`src/rtl/combo_prog_ctrl.sv`:
```
// combo_prog_ctrl: stores the safe's three-number combination and sequences its
// re-programming while the safe is unlocked; new values are committed atomically.
// Optional feature macro: COMBO_LOCKOUT_EN adds a timed lockout after MAX_FAIL
// failed opening attempts (when undefined, lockout is tied low).
module combo_prog_ctrl #(
    parameter int DIAL_W      = 6,
    parameter int DIAL_MAX    = 59,
    parameter int DEF0        = 10,
    parameter int DEF1        = 20,
    parameter int DEF2        = 30,
    parameter int MAX_FAIL    = 3,
    parameter int LOCKOUT_CYC = 1000
) (
    input  logic              clk,
    input  logic              rst,
    input  logic              safeOpen,
    input  logic [1:0]        sel,
    input  logic [DIAL_W-1:0] dial,
    input  logic              prog,
    input  logic              enter,
    input  logic              failPulse,
    output logic [DIAL_W-1:0] code,
    output logic              progActive,
    output logic [1:0]        progDigit,
    output logic              commitDone,
    output logic              entryErr,
    output logic              lockout
);

    typedef enum logic [2:0] {IDLE, P0, P1, P2, CONF} stateT;

    stateT             state;
    stateT             stateNext;
    logic [DIAL_W-1:0] c0, c1, c2;
    logic [DIAL_W-1:0] s0, s1, s2;
    logic              cap0, cap1, cap2;
    logic              doCommit;
    logic              errNow;
    logic              dialOk;
    logic [1:0]        progDigitNext;

    assign dialOk = (dial <= DIAL_W'(DIAL_MAX));

    // Committed digit for the comparator, sel==3 aliases digit 0
    always_comb begin
        code = c0;
        case (sel)
            2'd1:    code = c1;
            2'd2:    code = c2;
            default: code = c0;
        endcase
    end

    // State register
    always_ff @(posedge clk or posedge rst) begin
        if (rst) state <= IDLE;
        else     state <= stateNext;
    end

    // Next state and capture/commit strobes; abort beats cancel beats enter
    always_comb begin
        stateNext     = state;
        cap0          = 1'b0;
        cap1          = 1'b0;
        cap2          = 1'b0;
        doCommit      = 1'b0;
        errNow        = 1'b0;
        progDigitNext = 2'd0;
        if (state == IDLE) begin
            if (prog && safeOpen) stateNext = P0;
        end else if (!safeOpen || prog) begin
            stateNext = IDLE;
        end else if (enter) begin
            case (state)
                P0: begin
                    if (dialOk) begin stateNext = P1; cap0 = 1'b1; end
                    else errNow = 1'b1;
                end
                P1: begin
                    if (dialOk) begin stateNext = P2; cap1 = 1'b1; end
                    else errNow = 1'b1;
                end
                P2: begin
                    if (dialOk) begin stateNext = CONF; cap2 = 1'b1; end
                    else errNow = 1'b1;
                end
                CONF: begin
                    stateNext = IDLE;
                    doCommit  = 1'b1;
                end
                default: stateNext = IDLE;
            endcase
        end
        case (stateNext)
            P1:      progDigitNext = 2'd1;
            P2:      progDigitNext = 2'd2;
            CONF:    progDigitNext = 2'd3;
            default: progDigitNext = 2'd0;
        endcase
    end

    // Registered status outputs follow the transition being taken
    always_ff @(posedge clk or posedge rst) begin
        if (rst) begin
            progActive <= 1'b0;
            progDigit  <= 2'd0;
            commitDone <= 1'b0;
            entryErr   <= 1'b0;
        end else begin
            progActive <= (stateNext != IDLE);
            progDigit  <= progDigitNext;
            commitDone <= doCommit;
            entryErr   <= errNow;
        end
    end

    // Shadow digits captured on accepted enters; committed set copied only on confirm
    always_ff @(posedge clk or posedge rst) begin
        if (rst) begin
            s0 <= '0;
            s1 <= '0;
            s2 <= '0;
            c0 <= DIAL_W'(DEF0);
            c1 <= DIAL_W'(DEF1);
            c2 <= DIAL_W'(DEF2);
        end else begin
            if (cap0) s0 <= dial;
            if (cap1) s1 <= dial;
            if (cap2) s2 <= dial;
            if (doCommit) begin
                c0 <= s0;
                c1 <= s1;
                c2 <= s2;
            end
        end
    end

`ifdef COMBO_LOCKOUT_EN
    localparam int TW  = $clog2(LOCKOUT_CYC);
    localparam int FCW = $clog2(MAX_FAIL + 1);

    logic [FCW-1:0] failCnt;
    logic [TW-1:0]  timer;

    // Failed-attempt counter and lockout timer; an open safe forgives past failures
    always_ff @(posedge clk or posedge rst) begin
        if (rst) begin
            failCnt <= '0;
            timer   <= '0;
            lockout <= 1'b0;
        end else if (lockout) begin
            if (timer == '0) begin
                lockout <= 1'b0;
                failCnt <= '0;
            end else begin
                timer <= timer - 1'b1;
                if (safeOpen) failCnt <= '0;
            end
        end else if (safeOpen) begin
            failCnt <= '0;
        end else if (failPulse) begin
            if (failCnt == FCW'(MAX_FAIL - 1)) begin
                failCnt <= FCW'(MAX_FAIL);
                lockout <= 1'b1;
                timer   <= TW'(LOCKOUT_CYC - 1);
            end else begin
                failCnt <= failCnt + 1'b1;
            end
        end
    end
`else
    localparam int unusedLockCfg = MAX_FAIL + LOCKOUT_CYC;
    logic unusedFailPulse;
    assign unusedFailPulse = failPulse;
    assign lockout         = 1'b0;
`endif

endmodule

```
`config.mk`:
```
export PLATFORM = sky130hd
export DESIGN_NAME = combo_prog_ctrl
export DESIGN_NICKNAME = d
export VERILOG_FILES = /design/src/rtl/combo_prog_ctrl.sv
export SDC_FILE = /design/constraint.sdc
export NUM_CORES = 1
export LEC_CHECK = 0
export CAP_MARGIN = 5
export CELL_PAD_IN_SITES_DETAIL_PLACEMENT = 0
export CELL_PAD_IN_SITES_GLOBAL_PLACEMENT = 1
export CORE_MARGIN = 2
export CORE_UTILIZATION = 29
export DETAILED_ROUTE_END_ITERATION = 16
export DONT_BUFFER_PORTS = 1
export GPL_TIMING_DRIVEN = 0
export HOLD_SLACK_MARGIN = 0.05
export MAX_ROUTING_LAYER = met4
export PLACE_DENSITY_LB_ADDON = 0.3
export SYNTH_ARGS = -nofsm -noshare
export SYNTH_HDL_FRONTEND = slang
export SYNTH_SLANG_ARGS = --single-unit
```
`constraint.sdc`:
```
create_clock -name clk -period 1.5 [get_ports clk]
set_input_delay 0.3 -clock clk [delete_from_list [all_inputs] [get_ports clk]]
set_output_delay 0.3 -clock clk [all_outputs]
set_load 0.05 [all_outputs]
```
==> out/metrics.cfg <==
[logic_synthesis]
synth_async_sr_flop_share = 1.000
synth.largest_area_cell = dfrtp_1
syn_inst = 153
syn_area_um2 = 2016
synth_fp_nets = 169
ys_ff_latch = 44
synth_cell_types = 39
synth_common_cells = 36 x dfrtp_1, 30 x mux2_2, 10 x nand2_1
ys.flop_type = dfrtp_1
synth_top_area_frac = 0.4469
yosys.cell_count.top_type = dfrtp_1
synth_enable_flop_cells = 0
ys_seq_area_frac = 0.5512
ys_warn_count = 0
synth_area_leaders = dfrtp_1 45%, mux2_2 17%, dfstp_2 10%
synth.avg_cell_area_um2 = 13.17

[sta]
fmax_mhz = 615.4
layout_setup_ws_ns = -0.1250
finalSetupTns_ns = -2.563
period_share = 1.083
skew_ns = 0.006948
period_minus_slack_ns = 1.625
rsz0062_at_grt = true
finalHoldViolCount = 0
setup_viol = 37
whs_ns = 0.1417
slew_violations = 0

[placement]
dpl.hpwl_um = 2862
post-place-ws_ns = -0.3613
numPortBuffers = 0
place.gp.congestion = 0.8518

[route]
routed_via_density = 4.992
drc = 0
detail_route.wl_per_cell_um = 17.37
first_iter_violations = 75
firstDrtPassIters = 4
final_antenna_net_count = 0
vias = 1283
wl_um = 4465

[global_routing]
grt_pass1_vias = 1359
grt_use_total = 0.1297
grt_max_degree = 40
grt_overflow = 0
antenna_found_initial = 0
grt_pass1_wl_um = 7293

[floorplan]
die_area_um2 = 7634
initial_utilization = 0.2983
core-area_um2 = 6756
fp.dieH_um = 87.37
num_rows = 30
dieWidth_um = 87.37
ios = 26

[cts]
numCtsBuffers = 5
clockBufferDepth = 2
cts.sinks = 44
clk_pin_slew_ns = 0.09
clk_latency_ns = 0.30
cts_max_level = 2
cts-root-buf = clkbuf_8
tritoncts = yes

[power_and_ir_drop]
vdd_ir_drop_max_mv = 0.3554
p_per_area_nw_per_um2 = 957.6
p_total_mw = 2.508
leakagePower_nw = 1.240

[setup_path]
cp.arrival_ns = 1.81
startpoint_type = flop
end_kind = flop
crit_type = flop to flop
cp.required_ns = 1.68
cp_max_fo = 6

[finish]
diodes = 0
final_util = 0.3876
area_growth_pct = 29.92
drive_above_1_share = 0.5763
finalNetCount = 192

[run_status]
status = complete, but fails checks
violations = negative setup slack

[min_path]
min_path_type = primary input to flop

[run]
maxCapViolations = 0

## kinds of logic (layout without fill, tap and decap cells)
logic type | Yosys count | after routing | synth area share
DFF | 44 | 44 | 0.5512
muxes | 38 | 38 | 0.2222
and+or+nand+nor | 30 | 30 | 0.1006
AOI/OAI and AO/OA | 24 | 24 | 0.07573
buffers and inverters | 14 | 38 | 0.03600
adders and majority gates | 2 | 2 | 0.01241
other | 1 | 1 | 0.001860
## flip-flops by register name, indices dropped and copies added (netlist names)
name        flops
entryErr        1
c2              6
c0              6
progActive      1
s2              6
s0              6
state           3
progDigit       2
c1              6
s1              6
commitDone      1
## final cells by class
class | count | area, um2
buffer | 7 | 82.58
clock buffer | 5 | 68.82
clock inverter | 3 | 46.29
fill | 661 | 4138
inverter | 6 | 22.52
multi-input combinational | 95 | 1008
sequential | 44 | 1111
tap | 80 | 100.1
timing repair buffer | 17 | 178.9
## power breakdown
part | total (mW) | switching, mW | internal [mW]
registers | 1.31 | 0.0520 | 1.26
logic | 0.265 | 0.121 | 0.144
clock network | 0.935 | 0.433 | 0.502
## layer usage
metal,vias up,track usage,part of all wire
met2,22,0.2011,0.50
met5,-,-,0
met4,0,0.03357,0.0047
li1,590,-,-
met3,2,0.03791,0.031
met1,669,0.1664,0.46
## cells in the final DEF, fill, tap and decap left out, types with 2 or more instances in the layout
cell	n
a21oi_1	2
a22oi_2	6
buf_4	10
buf_6	6
clkbuf_16	2
clkbuf_2	2
clkbuf_8	6
dfrtp_1	36
dfstp_2	8
inv_1	5
mux2_2	26
mux2_4	10
mux2i_1	2
nand2_1	10
nand2b_1	2
nor3b_2	2
o21ai_4	6
## metrics by stage
stage          std cells  area, um2
3_5_place_dp         234       2198
3_3_place_gp         233       2178
5_1_grt              257       2619
6_report             257       2619
4_1_cts              252       2477
2_1_floorplan        153       2078
## worst paths after layout
kind / startpoint / endpoint / slack, ns / depth (start not counted)
max: state[2] / s1[3] / -0.12 / 6
min: dial[4] / s0[4] / 0.14 / 1
max reg2reg: state[2] / s1[3] / -0.12 / 6
min reg2reg: s1[4] / s1[4] / 0.51 / 1
max in group asynchronous: rst / c2[3] / 0.63 / 3
min in group asynchronous: rst / entryErr / 0.34 / 2
## worst max-delay path, stage by stage (launching register included)
cell and delay [ns]:
dfrtp_1 0.41, buf_4 0.14, buf_6 0.12, and4bb_2 0.29, nand4b_1 0.11, buf_6 0.17
mux2_2 0.27
## what timing repair did
action                                  CTS  global route
gates resized for setup                  18            20
endpoints found under the setup margin   38            36
cloned                                    0             1
setup buffers                             9             5
hold buffers                              1             0
hold endpoints to repair                 36             0
pin swaps                                 7            14
No activity file was read; power rests on OpenSTA's default activity.
